`src/rtl/arith_pkg.sv`:
```
// arith_pkg: shared width and operation-select encoding for the arithmetic datapath
package arith_pkg;
    localparam int DATA_W = 32;
    localparam logic OP_ADD = 1'b0;
    localparam logic OP_SUB = 1'b1;
endpackage

```
`src/rtl/full_adder.sv`:
```
// full_adder: one-bit full adder cell of the ripple-carry chain
module full_adder (
    input  logic a,
    input  logic b,
    input  logic ci,
    output logic s,
    output logic co
);
    assign s  = a ^ b ^ ci;
    assign co = (a & b) | (ci & (a ^ b));
endmodule

```
`src/rtl/adder_subtractor_32bit.sv`:
```
// adder_subtractor_32bit: ripple-carry add/subtract with registered result and flags
module adder_subtractor_32bit
    import arith_pkg::*;
#(
    parameter int WIDTH = DATA_W
) (
    input  logic             clk,
    input  logic             rst,
    input  logic [WIDTH-1:0] A,
    input  logic [WIDTH-1:0] B,
    input  logic             sel,
    output logic [WIDTH-1:0] S,
    output logic             cout,
    output logic             overflow,
    output logic             zero
);
    logic [WIDTH-1:0] beff;
    logic [WIDTH-1:0] sum;
    logic [WIDTH:0]   c;
    // subtraction is A + ~B + 1
    assign c[0] = (sel == OP_SUB);
    assign beff = B ^ {WIDTH{c[0]}};
    for (genvar i = 0; i < WIDTH; i++) begin : g_fa
        full_adder u_fa (
            .a (A[i]),
            .b (beff[i]),
            .ci(c[i]),
            .s (sum[i]),
            .co(c[i+1])
        );
    end
    always_ff @(posedge clk) begin
        if (rst) begin
            S        <= '0;
            cout     <= 1'b0;
            overflow <= 1'b0;
            zero     <= 1'b0;
        end else begin
            S        <= sum;
            cout     <= c[WIDTH];
            overflow <= c[WIDTH] ^ c[WIDTH-1];
            zero     <= ~|sum;
        end
    end
endmodule

```
`config.mk`:
```
export PLATFORM = sky130hd
export DESIGN_NAME = adder_subtractor_32bit
export DESIGN_NICKNAME = d
export VERILOG_FILES = /design/src/rtl/arith_pkg.sv /design/src/rtl/full_adder.sv /design/src/rtl/adder_subtractor_32bit.sv
export SDC_FILE = /design/constraint.sdc
export NUM_CORES = 1
export LEC_CHECK = 0
export BUFFER_PORTS_ARGS = -buffer_cell sky130_fd_sc_hd__buf_2
export CELL_PAD_IN_SITES_DETAIL_PLACEMENT = 0
export CELL_PAD_IN_SITES_GLOBAL_PLACEMENT = 1
export CORE_MARGIN = 4
export CORE_UTILIZATION = 37
export DETAILED_ROUTE_END_ITERATION = 10
export PLACE_DENSITY_LB_ADDON = 0.1
export SYNTH_ARGS = -nofsm -noshare
export SYNTH_HDL_FRONTEND = slang
export SYNTH_HIERARCHICAL = 1
export SYNTH_SLANG_ARGS = --single-unit
```
`constraint.sdc`:
```
create_clock -name clk -period 45 [get_ports clk]
set_input_delay 6.75 -clock clk [delete_from_list [all_inputs] [get_ports clk]]
set_output_delay 6.75 -clock clk [all_outputs]
set_load 0.005 [all_outputs]
```
# Word-level counts from Yosys, hierarchy flattened
# Index checks and enable logic that the tools add are counted.
[word_totals]
out_inout_bits = 35
wordCells = 168
latch_bits = 0
mem_bits_ro = 0
ff_bits = 35
mem_bits_rw = 0
in_bits = 67
n_memories = 0
[classes]
n_div = 0
reduce_logical = 2
n_mux = 0
eq_ne = 0
add_sub_neg = 0
bitwise = 162
n_shift = 0
n_lt_le_gt_ge = 0
mul = 0
[op_table]
columns = ["cell", "n"]
rows = [
  ["bitwise XOR 1 bit", 65],
  ["AND 1 bit", 64],
  ["bitwise OR 1 bit", 32],
  ["OR reduction 32 bit", 1],
  ["bitwise XOR 32 bit", 1],
  ["zero test 1 bit", 1],
]

# Longest topological paths before layout
# Gate-level depths: netlist of the first run.
[logic_depth]
depth_word = 67
depth_mapped = 38
ltp_nobuf = 36

# Hierarchy
# Netlist of the first run, hierarchy kept.
[by_module_without_submodules]
columns = ["module", "area_per_inst_um2", "instances", "cells_each"]
rows = [
  ["adder_subtractor_32bit", 1357.6, 1, 121],
  ["full_adder", 20.0, 32, 1],
]

# Worst setup path after synthesis of the first run
# OpenSTA, ideal clock, no wires.
[synth_timing]
path_type = "input to register"
from = "in sel"
to = "reg zero"
t_arrival_ns = 19.972
path_stages = 38
slack_ns = 24.955
path_cell_list = "buf_2 buf_6 xor2_1 fa_1 fa_1 fa_1 fa_1 fa_1 fa_1 fa_1 fa_1 fa_1 fa_1 fa_1 fa_1 fa_1 fa_1 fa_1 (+2 left out) fa_1 fa_1 fa_1 fa_1 fa_1 fa_1 fa_1 fa_1 fa_1 fa_1 fa_1 fa_1 fa_1 fa_1 fa_1 nor4_2 nand4_1 nor3_2"
[synth_via]
elab_chain_len = 67
[synth_rtl]
columns = ["item", "line", "source"]
rows = [
  ["start: declaration", "adder_subtractor_32bit.sv:11", "input logic sel,"],
  ["bitwise XOR 32 bit (*)", "adder_subtractor_32bit.sv:22", "assign beff = B ^ {WIDTH{c[0]}};"],
  ["net beff[0]", "adder_subtractor_32bit.sv:17", "logic [WIDTH-1:0] beff;"],
  ["bitwise XOR 1 bit", "full_adder.sv:10", "assign co = (a & b) | (ci & (a ^ b));"],
  ["AND 1 bit", "full_adder.sv:10", ""],
  ["bitwise OR 1 bit (*)", "full_adder.sv:10", ""],
  ["net c[1]", "adder_subtractor_32bit.sv:19", "logic [WIDTH:0] c;"],
  ["AND 1 bit (*)", "full_adder.sv:10", ""],
  ["bitwise OR 1 bit (*)", "full_adder.sv:10", ""],
  ["net c[2]", "adder_subtractor_32bit.sv:19", ""],
  ["(+2 left out)", "-", ""],
  ["net c[3]", "adder_subtractor_32bit.sv:19", ""],
  ["(+2 left out)", "-", ""],
  ["net c[4]", "adder_subtractor_32bit.sv:19", ""],
  ["(+2 left out)", "-", ""],
  ["net c[5]", "adder_subtractor_32bit.sv:19", ""],
  ["(+2 left out)", "-", ""],
  ["net c[6]", "adder_subtractor_32bit.sv:19", ""],
  ["(+2 left out)", "-", ""],
  ["net c[7]", "adder_subtractor_32bit.sv:19", ""],
  ["(+2 left out)", "-", ""],
  ["net c[8]", "adder_subtractor_32bit.sv:19", ""],
  ["(+2 left out)", "-", ""],
  ["net c[9]", "adder_subtractor_32bit.sv:19", ""],
  ["(+2 left out)", "-", ""],
  ["net c[10]", "adder_subtractor_32bit.sv:19", ""],
  ["(+2 left out)", "-", ""],
  ["net c[11]", "adder_subtractor_32bit.sv:19", ""],
  ["(+2 left out)", "-", ""],
  ["net c[12]", "adder_subtractor_32bit.sv:19", ""],
  ["(+2 left out)", "-", ""],
  ["net c[13]", "adder_subtractor_32bit.sv:19", ""],
  ["(+2 left out)", "-", ""],
  ["net c[14]", "adder_subtractor_32bit.sv:19", ""],
  ["(+2 left out)", "-", ""],
  ["net c[15]", "adder_subtractor_32bit.sv:19", ""],
  ["(+2 left out)", "-", ""],
  ["net c[16]", "adder_subtractor_32bit.sv:19", ""],
  ["(+2 left out)", "-", ""],
  ["net c[17]", "adder_subtractor_32bit.sv:19", ""],
  ["(+2 left out)", "-", ""],
  ["net c[18]", "adder_subtractor_32bit.sv:19", ""],
  ["(+2 left out)", "-", ""],
  ["net c[19]", "adder_subtractor_32bit.sv:19", ""],
  ["(+2 left out)", "-", ""],
  ["net c[20]", "adder_subtractor_32bit.sv:19", ""],
  ["(+2 left out)", "-", ""],
  ["net c[21]", "adder_subtractor_32bit.sv:19", ""],
  ["(+2 left out)", "-", ""],
  ["net c[22]", "adder_subtractor_32bit.sv:19", ""],
  ["(+2 left out)", "-", ""],
  ["net c[23]", "adder_subtractor_32bit.sv:19", ""],
  ["(+2 left out)", "-", ""],
  ["net c[24]", "adder_subtractor_32bit.sv:19", ""],
  ["(+2 left out)", "-", ""],
  ["net c[25]", "adder_subtractor_32bit.sv:19", ""],
  ["(+2 left out)", "-", ""],
  ["net c[26]", "adder_subtractor_32bit.sv:19", ""],
  ["(+2 left out)", "-", ""],
  ["net c[27]", "adder_subtractor_32bit.sv:19", ""],
  ["(+2 left out)", "-", ""],
  ["net c[28]", "adder_subtractor_32bit.sv:19", ""],
  ["(+2 left out)", "-", ""],
  ["net c[29]", "adder_subtractor_32bit.sv:19", ""],
  ["(+2 left out)", "-", ""],
  ["net c[30]", "adder_subtractor_32bit.sv:19", ""],
  ["AND 1 bit (*)", "full_adder.sv:10", ""],
  ["bitwise OR 1 bit (*)", "full_adder.sv:10", ""],
  ["net c[31]", "adder_subtractor_32bit.sv:19", ""],
  ["bitwise XOR 1 bit (*)", "full_adder.sv:9", "assign s = a ^ b ^ ci;"],
  ["net sum[31]", "adder_subtractor_32bit.sv:18", "logic [WIDTH-1:0] sum;"],
  ["OR reduction 32 bit (*)", "adder_subtractor_32bit.sv:42", "zero <= ~|sum;"],
  ["zero test 1 bit (*)", "adder_subtractor_32bit.sv:42", ""],
  ["end signal: assignment", "adder_subtractor_32bit.sv:42", ""],
  ["end: declaration", "adder_subtractor_32bit.sv:15", "output logic zero"],
]
# The timed path passes the listed nets; every way through them passes the cells marked *.
# A chain may end at the register's enable or synchronous reset.

# Worst setup path after layout of the first run
# Same ends and word-level chain as after synthesis.

==> flow_metrics.env, run 1 <==
export IMPL_outcome="completed"
export IMPL_synthCells=153
export IMPL_dr_total_vias=1369
export IMPL_num_rows=26
export IMPL_path_clk_slew_ns=0.06
export IMPL_antenna_found_initial=0
export IMPL_regArea_um2=700.7
export IMPL_synth_area_leader_cell="dfxtp_1"
export IMPL_use_met2=0.2353
export IMPL_place_area_um2=2545
export IMPL_synth_nets=252
export IMPL_cts_hold_buf=0
export IMPL_period_needed_ns=20.59
export IMPL_die_area_um2=6640
export IMPL_irDropWorstVdd_uv=13.94
export IMPL_clockBufferDepth=2
export IMPL_cap_violations=0
export IMPL_final_hold_viol_count=0
export IMPL_ys_warnings_count=6
export IMPL_max_freq_mhz=48.57
export IMPL_syn_to_final_growth_pct=32.37
export IMPL_viasPerCell=4.199
export IMPL_antenna_cells=0
export IMPL_grt_overflow=0
export IMPL_h_tree_depth=2
export IMPL_tritoncts="done"
export IMPL_cts_resized=0
export IMPL_yosysMostFrequentCell="dfxtp_1"
export IMPL_worst_slew_pin_slew_ns=0.6239
export IMPL_report_final_slew_viol_count=0
export IMPL_cts_sinks=35
export IMPL_synth_top_cell_area_share=0.3507
export IMPL_final_area_um2=2645
export IMPL_layout_nets=354
export IMPL_cp_end_kind="flop"
export IMPL_path_class="input pin to flop"
export IMPL_die_x_um=81.49
export IMPL_synthArstFlopShare=0
export IMPL_power_total_mw=0.09552
export IMPL_io_buffers=101
export IMPL_crit_fanout=33
export IMPL_ys_types=14
export IMPL_hold_depth=3
export IMPL_hold_end="S[16]"
export IMPL_wirelength_um=4162
export IMPL_crit_arrival_ns=20.80
export IMPL_p_per_area_nw_per_um2=36.11
export IMPL_die_y_um=81.49
export IMPL_cts_buffers=5
export IMPL_holdWs_ns=6.887
export IMPL_met3_usage=0.03070
export IMPL_gp_congestion=0.8217
export IMPL_synth_seq_cells=35
export IMPL_grt_use_total=0.1377
export IMPL_finalCritPeriodShare=0.4575
export IMPL_cts_root_buf="clkbuf_8"
export IMPL_initial_utilization=0.3863
export IMPL_start_kind="input pin"
export IMPL_slew_headroom=0.5841
export IMPL_cts_setup_buffers=0
export IMPL_drive_gt1_frac=0.4492
export IMPL_dominantRegCellSynth="dfxtp_1"
export IMPL_wl_per_cell_um=12.77
export IMPL_multi_input_area_um2=1244
export IMPL_grt_pass1_vias=1462
export IMPL_synth_edff_count=0
export IMPL_tns_ns=0
export IMPL_ant_nets=0
export IMPL_n_fill_cell=484
export IMPL_setup_ws_ns=24.41
export IMPL_grt_pass1_wl_um=6603
export IMPL_pre_cts_slack_ns=24.05
export IMPL_synth_top_cells_by_area="dfxtp_1, fa_1, xor2_1"
export IMPL_dr_first_iter_drc_count=9
export IMPL_io_pins=102
export IMPL_crit_slowest_cell="fa_1"
export IMPL_grt_max_degree=36
export IMPL_rsz0062_at_grt="no"
export IMPL_min_from="A[16]"
export IMPL_cp_common_cell="fa_1"
export IMPL_synth_top_cells_by_count="dfxtp_1, fa_1, nor2b_1, xor2_1"
export IMPL_grt_met1_usage=0.1592
export IMPL_ys_seq_area_frac=0.3507
export IMPL_drcViolationCount=0
export IMPL_busiest_layer="met2"
export IMPL_critical_path_required_ns=45.21
export IMPL_avgSynthCellArea_um2=13.06
export IMPL_min_path_type="input pin to flop"
export IMPL_setup_viol=0
export IMPL_synth_area_um2=1998
export IMPL_core_area_um2=5172
export IMPL_drtPass1Iterations=4
export IMPL_max_stage_delay_ns=0.48
export IMPL_dp_hpwl_um=3481
export IMPL_leakagePower_nw=1.231
[worst max path at each step]
| stage | from | slack, ns | cells after the start | endpoint |
|---|---|---|---|---|
| global placement | sel | 24.18 | 38 | zero |
| detailed placement | sel | 24.05 | 38 | zero |
| finish | sel | 24.41 | 38 | zero |
| global route | sel | 23.87 | 38 | zero |
| CTS | sel | 24.32 | 38 | zero |
| floorplan | sel | 24.96 | 38 | zero |
[per-layer routing]
metal  vias up  part of all wire
met4         0             0.020
met5         -                 0
li1        678                 -
met3         5             0.095
met2        57              0.51
met1       629              0.37
[logic make-up after synthesis]
| group | count (synthesis) | synth area share |
|---|---|---|
| adder cells (fa/ha/maj) | 32 | 0.3206 |
| buffers and inverters | 7 | 0.02692 |
| XOR/XNOR | 33 | 0.1446 |
| flip-flops | 35 | 0.3507 |
| AND/OR/NAND/NOR | 46 | 0.1572 |
[metrics by stage]
stage | utilization | std cells
floorplan | - | 153
global placement | 0.4920 | 318
detailed placement | 0.4920 | 318
CTS | 0.5114 | 326
global route | 0.5114 | 326
finish | 0.5114 | 326
[power breakdown]
part	internal, mW	total (mW)	switching, mW	leakage [nW]
clock network	0.0140	0.0246	0.0106	0.0515
registers	0.0365	0.0378	0.00127	0.291
logic	0.0177	0.0332	0.0155	0.888
[final cells by class]
| type | instances | share of cell area |
|---|---|---|
| Multi-Input combinational cell | 111 | 0.4702 |
| Clock buffer | 8 | 0.03784 |
| Tap cell | 70 | 0.03311 |
| Timing Repair Buffer | 102 | 0.1939 |
| Sequential cell | 35 | 0.2649 |
[registers in the layout, indices dropped and copies added, names as in the netlist]
signal    count
overflow      1
zero          1
S            32
cout          1
[critical path: cells and delay by family]
| kind | cells | cell delay [ns] |
|---|---|---|
| fa+ha+maj | 32 | 12.76 |
| simple gates | 3 | 0.62 |
| buf+inv | 2 | 0.49 |
| xor+xnor | 1 | 0.16 |
[placed cells by master, fill, tap and decap left out, types with 2 or more instances in the layout]
master,count
buf_2,101
clkbuf_8,7
dfxtp_1,35
fa_1,32
nand4_1,2
nor2_1,2
nor2b_1,32
nor4_1,3
nor4_2,4
xor2_1,32
Power figures use the tool's default switching activity.
==> run 2, diff against run 1 <==
--- a/config.mk
+++ b/config.mk
@@ -5,11 +5,12 @@
 export SDC_FILE = /design/constraint.sdc
 export NUM_CORES = 1
 export LEC_CHECK = 0
+export ABC_AREA = 1
 export BUFFER_PORTS_ARGS = -buffer_cell sky130_fd_sc_hd__buf_2
 export CELL_PAD_IN_SITES_DETAIL_PLACEMENT = 0
 export CELL_PAD_IN_SITES_GLOBAL_PLACEMENT = 1
 export CORE_MARGIN = 4
-export CORE_UTILIZATION = 37
+export CORE_UTILIZATION = 34
 export DETAILED_ROUTE_END_ITERATION = 10
 export PLACE_DENSITY_LB_ADDON = 0.1
 export SYNTH_ARGS = -nofsm -noshare
==> constraint.sdc (replaced) <==
create_clock -name clk -period 20.4 [get_ports clk]
set_input_delay 3.06 -clock clk [delete_from_list [all_inputs] [get_ports clk]]
set_output_delay 3.06 -clock clk [all_outputs]
set_load 0.005 [all_outputs]
==> run 2 against run 1 <==
  * Sequential share of layout area down 0.32 points
  * Area after synthesis increased by 4.8%
  * Sequential cell count did not move
  * Final area increased by 1.2%
  * Final cell count rose by 17%
  * Critical path type unchanged
==> flow_metrics.env, run 2 <==
export IMPL_p_per_area_nw_per_um2=76.43
export IMPL_p_sw_mw=0.06562
export IMPL_clockPowerShare=0.232
export IMPL_period_needed_ns=16.77
export IMPL_comb_power_share=0.363
export IMPL_clockBufferDepth=2
export IMPL_antenna_cells=0
export IMPL_synth_area_um2=2095
export IMPL_cts_sinks=35
export IMPL_dr_first_iter_drc_count=23
export IMPL_drtPass1Iterations=4
export IMPL_synth_top_cell_area_share=0.3345
export IMPL_synth_edff_count=0
export IMPL_start_kind="input pin"
export IMPL_grt_pass1_wl_um=6893
export IMPL_synth_seq_cells=35
export IMPL_cts_buffers=5
export IMPL_synth_area_leader_cell="dfxtp_1"
export IMPL_dp_hpwl_um=3497
export IMPL_drive_gt1_frac=0.3529
export IMPL_wirelength_um=4176
export IMPL_synth_top_cells_by_area="dfxtp_1, fa_1, xor2_1"
export IMPL_final_common_cell="buf_2"
export IMPL_cts_hold_buf=0
export IMPL_min_path_type="input pin to flop"
export IMPL_finalCritPeriodShare=0.8223
export IMPL_die_area_um2=7480
export IMPL_leakagePower_nw=1.417
export IMPL_outcome="completed"
export IMPL_crit_arrival_ns=17.00
export IMPL_worst_slew_pin_slew_ns=0.8816
export IMPL_io_pins=102
export IMPL_synthCells=205
export IMPL_final_area_um2=2678
export IMPL_tns_ns=0
export IMPL_setup_ws_ns=3.626
export IMPL_io_buffers=101
export IMPL_max_stage_delay_ns=0.65
export IMPL_irDropWorstVdd_uv=27.64
export IMPL_layout_nets=404
export IMPL_cts_setup_buffers=0
export IMPL_ys_warnings_count=6
export IMPL_min_from="A[25]"
export IMPL_gp_congestion=0.7003
export IMPL_crit_fanout=33
export IMPL_largest_register_ffs=32
export IMPL_p_seq_frac=0.405
export IMPL_final_cell_mix="buf_2, nor2_1, dfxtp_1, inv_1"
export IMPL_hold_end="S[25]"
export IMPL_drcViolationCount=0
export IMPL_p_int_mw=0.1390
export IMPL_n_fill_cell=642
export IMPL_rsz0062_at_grt="no"
export IMPL_dr_total_vias=1494
export IMPL_setup_viol=0
export IMPL_wl_per_cell_um=10.96
export IMPL_grt_use_total=0.1193
export IMPL_critical_path_required_ns=20.62
export IMPL_cts_root_buf="clkbuf_8"
export IMPL_place_area_um2=2596
export IMPL_avgSynthCellArea_um2=10.22
export IMPL_initial_utilization=0.3517
export IMPL_crit_slowest_cell="buf_2"
export IMPL_pre_cts_slack_ns=3.210
export IMPL_power_total_mw=0.2046
export IMPL_die_y_um=86.49
export IMPL_ant_nets=0
export IMPL_final_core_util=0.4496
export IMPL_synth_nets=304
export IMPL_path_clk_slew_ns=0.07
export IMPL_final_hold_viol_count=0
export IMPL_cp_end_kind="flop"
export IMPL_synthArstFlopShare=0
export IMPL_grt_overflow=0
export IMPL_slew_headroom=0.4123
export IMPL_hold_depth=4
export IMPL_path_class="input pin to flop"
export IMPL_ys_types=13
export IMPL_yosysMostFrequentCell="nor2_1"
export IMPL_synth_top_cells_by_count="nor2_1, dfxtp_1, inv_1"
export IMPL_regMostFlops="S"
export IMPL_grt_max_degree=35
export IMPL_antenna_found_initial=0
export IMPL_cts_resized=0
export IMPL_max_freq_mhz=59.62
export IMPL_num_rows=28
export IMPL_cp_common_cell="fa_1"
export IMPL_core_area_um2=5956
export IMPL_cap_violations=0
export IMPL_viasPerCell=3.921
export IMPL_dominantRegCellSynth="dfxtp_1"
export IMPL_die_x_um=86.49
export IMPL_tritoncts="done"
export IMPL_grt_pass1_vias=1476
export IMPL_ys_seq_area_frac=0.3345
export IMPL_syn_to_final_growth_pct=27.84
export IMPL_report_final_slew_viol_count=0
export IMPL_h_tree_depth=2
export IMPL_p_sw_frac=0.3207
run 2: cell types whose count changed in the layout (fill, tap and decap cells not counted), moves of 4 or more:
cell,change
nand2_1,+9
inv_1,+33
nor4_2,-4
nor2_1,+48
nor2b_1,-32
run 2: worst max-delay path: cells and delay by family:
| kind | cells | cell delay, ns |
|---|---|---|
| simple gates | 4 | 0.31 |
| xor+xnor | 1 | 0.19 |
| buf+inv | 2 | 0.72 |
| fa+ha+maj | 32 | 12.67 |
run 2: worst max path at each step:
stage                     start  endpoint  slack [ns]
final                       sel      zero        3.63
after global routing        sel      zero        2.92
after CTS                   sel      zero        3.51
after floorplan             sel      zero        4.27
after global placement      sel      zero        3.31
after detailed placement    sel      zero        3.21
run 2: kinds of logic after synthesis:
logic type	Yosys count	share of synthesized area
and+or+nand+nor	62	0.1129
buffers and inverters	42	0.1081
DFF	35	0.3345
xor gates and xnor gates	32	0.1338
adders and majority gates	32	0.3059
AOI/OAI and AO/OA	2	0.004774
run 2: power by group through the flow:
stage	clock, mW	combinational, mW	sequential (mW)
2_1_floorplan	0	0.0459	0.0867
3_3_place_gp	0	0.0761	0.0844
3_5_place_dp	0	0.0757	0.0845
4_1_cts	0.0502	0.0764	0.0830
5_1_grt	0.0525	0.0894	0.0840
6_report	0.0474	0.0743	0.0829
run 2: through the flow:
stage / hold slack (ns) / cells
floorplan: 3.237 / 205
global placement: 3.436 / 373
detailed placement: 3.436 / 373
CTS: 3.165 / 381
global route: 3.197 / 381
finish: 3.174 / 381
run 2: per-layer routing:
layer	up-vias	part of all wire	global-route usage
li1	779	-	-
met1	648	0.42	0.1543
met2	62	0.47	0.1905
met3	5	0.10	0.03422
met4	0	0.012	0.04249
met5	-	0	0
run 2: layout make-up:
cell class / instances / area (um^2) / share of cell area
Multi-Input combinational cell: 128 / 1167 / 0.4360
Sequential cell: 35 / 700.7 / 0.2617
Timing Repair Buffer: 101 / 505.5 / 0.1888
Inverter: 34 / 128.9 / 0.04813
Tap cell: 75 / 93.84 / 0.03505
Clock buffer: 7 / 76.32 / 0.02850
Clock inverter: 1 / 5.005 / 0.001869
==> run 3, diff against run 2 <==
--- a/config.mk
+++ b/config.mk
@@ -10,7 +10,7 @@
 export CELL_PAD_IN_SITES_DETAIL_PLACEMENT = 0
 export CELL_PAD_IN_SITES_GLOBAL_PLACEMENT = 1
 export CORE_MARGIN = 4
-export CORE_UTILIZATION = 34
+export CORE_UTILIZATION = 30
 export DETAILED_ROUTE_END_ITERATION = 10
 export PLACE_DENSITY_LB_ADDON = 0.1
 export SYNTH_ARGS = -nofsm -noshare
==> constraint.sdc (replaced) <==
create_clock -name clk -period 14.75 [get_ports clk]
set_input_delay 2.2125 -clock clk [delete_from_list [all_inputs] [get_ports clk]]
set_output_delay 2.2125 -clock clk [all_outputs]
set_load 0.005 [all_outputs]
==> run 3 against run 2 <==
  * Combinational power up 44%
  * Setup slack lost 3.3 ns
  * Total power rose by 45%
  * Final cell count increased by 6.6%
  * Count of clock-buffer cells in the layout grew 1
  * Critical path type unchanged
==> flow_metrics.env, run 3 (synthesis gave the netlist of run 2 again) <==
export IMPL_die_y_um=91.56
export IMPL_hold_end="S[12]"
export IMPL_h_tree_depth=2
export IMPL_antenna_found_initial=0
export IMPL_final_core_util=0.4129
export IMPL_wl_per_cell_um=10.68
export IMPL_final_common_cell="buf_2"
export IMPL_tritoncts="done"
export IMPL_grt_overflow=0
export IMPL_io_buffers=101
export IMPL_busiest_layer="met2"
export IMPL_ant_nets=0
export IMPL_cap_violations=0
export IMPL_crit_fanout=2
export IMPL_grt_pass1_wl_um=7590
export IMPL_syn_to_final_growth_pct=33.93
export IMPL_dr_first_iter_drc_count=8
export IMPL_dp_hpwl_um=3733
export IMPL_initial_utilization=0.3083
export IMPL_layoutNonFillerInstCount=406
export IMPL_num_rows=30
export IMPL_outcome="completed"
export IMPL_io_pins=102
export IMPL_worst_slew_pin_slew_ns=0.6247
export IMPL_use_met2=0.1832
export IMPL_power_total_mw=0.2963
export IMPL_cts_buffers=5
export IMPL_leakagePower_nw=1.429
export IMPL_die_x_um=91.56
export IMPL_min_from="A[12]"
export IMPL_grt_pass1_vias=1680
export IMPL_path_clk_slew_ns=0.07
export IMPL_met3_usage=0.03811
export IMPL_viasPerCell=3.707
export IMPL_hold_depth=4
export IMPL_final_cell_mix="buf_2, nor2_1, dfxtp_1, inv_1, xor2_1"
export IMPL_grt_max_degree=35
export IMPL_cts_root_buf="clkbuf_8"
export IMPL_irDropWorstVdd_uv=32.76
export IMPL_holdWs_ns=2.344
export IMPL_critical_path_required_ns=14.97
export IMPL_largest_register_ffs=32
export IMPL_max_stage_delay_ns=0.44
export IMPL_regMostFlops="S"
export IMPL_drive_gt1_frac=0.4323
export IMPL_crit_slowest_cell="fa_1"
export IMPL_period_needed_ns=14.42
export IMPL_cts_setup_buffers=0
export IMPL_core_area_um2=6794
export IMPL_die_area_um2=8382
export IMPL_dr_total_vias=1505
export IMPL_path_class="input pin to flop"
export IMPL_slew_headroom=0.5835
export IMPL_min_path_type="input pin to flop"
export IMPL_cts_hold_buf=0
export IMPL_cp_common_cell="fa_2"
export IMPL_start_kind="input pin"
export IMPL_p_per_area_nw_per_um2=105.6
export IMPL_cp_end_kind="flop"
export IMPL_max_freq_mhz=69.37
export IMPL_cts_sinks=35
export IMPL_final_hold_viol_count=0
export IMPL_wirelength_um=4338
export IMPL_drtPass1Iterations=2
export IMPL_clockBufferDepth=2
export IMPL_layout_nets=408
export IMPL_grt_met1_usage=0.1442
export IMPL_antenna_cells=0
export IMPL_rsz0062_at_grt="no"
export IMPL_report_final_slew_viol_count=0
export IMPL_setup_viol=0
export IMPL_drcViolationCount=0
export IMPL_grt_use_total=0.1148
export IMPL_crit_arrival_ns=14.64
export IMPL_cts_resized=0
export IMPL_finalCritPeriodShare=0.9773
export IMPL_gp_congestion=0.7293
export IMPL_dp_cells=398
run 3: cell count changes in the layout (fill, tap and decap cells not counted):
cell / previous run / this run
fa_1: 32 / 11
fa_2: 0 / 21
buf_4: 0 / 4
clkbuf_8: 5 / 7
clkbuf_1: 2 / 1
clkinv_2: 2 / 1
run 3: worst max-delay path, delay by kind of cell:
family        cells  cell delay [ns]
buf+inv           2             0.19
xor+xnor          1             0.18
fa+ha+maj        32            11.77
simple gates      4             0.28
run 3: per-stage QoR:
step	setup WS (ns)	area (um^2)	setup TNS, ns
finish	0.3341	2805	0
global route	0.04002	2805	0
CTS	0.05667	2790	0
detailed placement	-0.2290	2690	-0.3815
global placement	-0.1807	2690	-0.2676
floorplan	0.01527	2132	0
run 3: worst max-delay path by stage:
stage	start	cells past startpoint	endpoint	slack, ns
3_3_place_gp	sel	39	zero	-0.18
6_report	sel	39	zero	0.33
2_1_floorplan	sel	40	zero	0.02
5_1_grt	sel	39	zero	0.04
3_5_place_dp	sel	39	zero	-0.23
4_1_cts	sel	39	zero	0.06
run 3: layout make-up:
cell class / instances / area [um^2]
timing repair buffer: 105 / 535.5
sequential: 35 / 700.7
multi-input combinational: 128 / 1220
fill: 694 / 3989
inverter: 34 / 128.9
clock buffer: 8 / 100.1
tap: 96 / 120.1
run 3: metal layers:
layer	wire length (um)	vias up
met3	370	6
met4	74	0
met1	1803	652
met5	0	-
li1	-	790
met2	2090	57
run 3: report_power, final:
part / leakage (nW) / switching, mW / internal, mW
logic: 1.09 / 0.0554 / 0.0511
clock network: 0.0515 / 0.0326 / 0.0426
registers: 0.291 / 0.00334 / 0.111
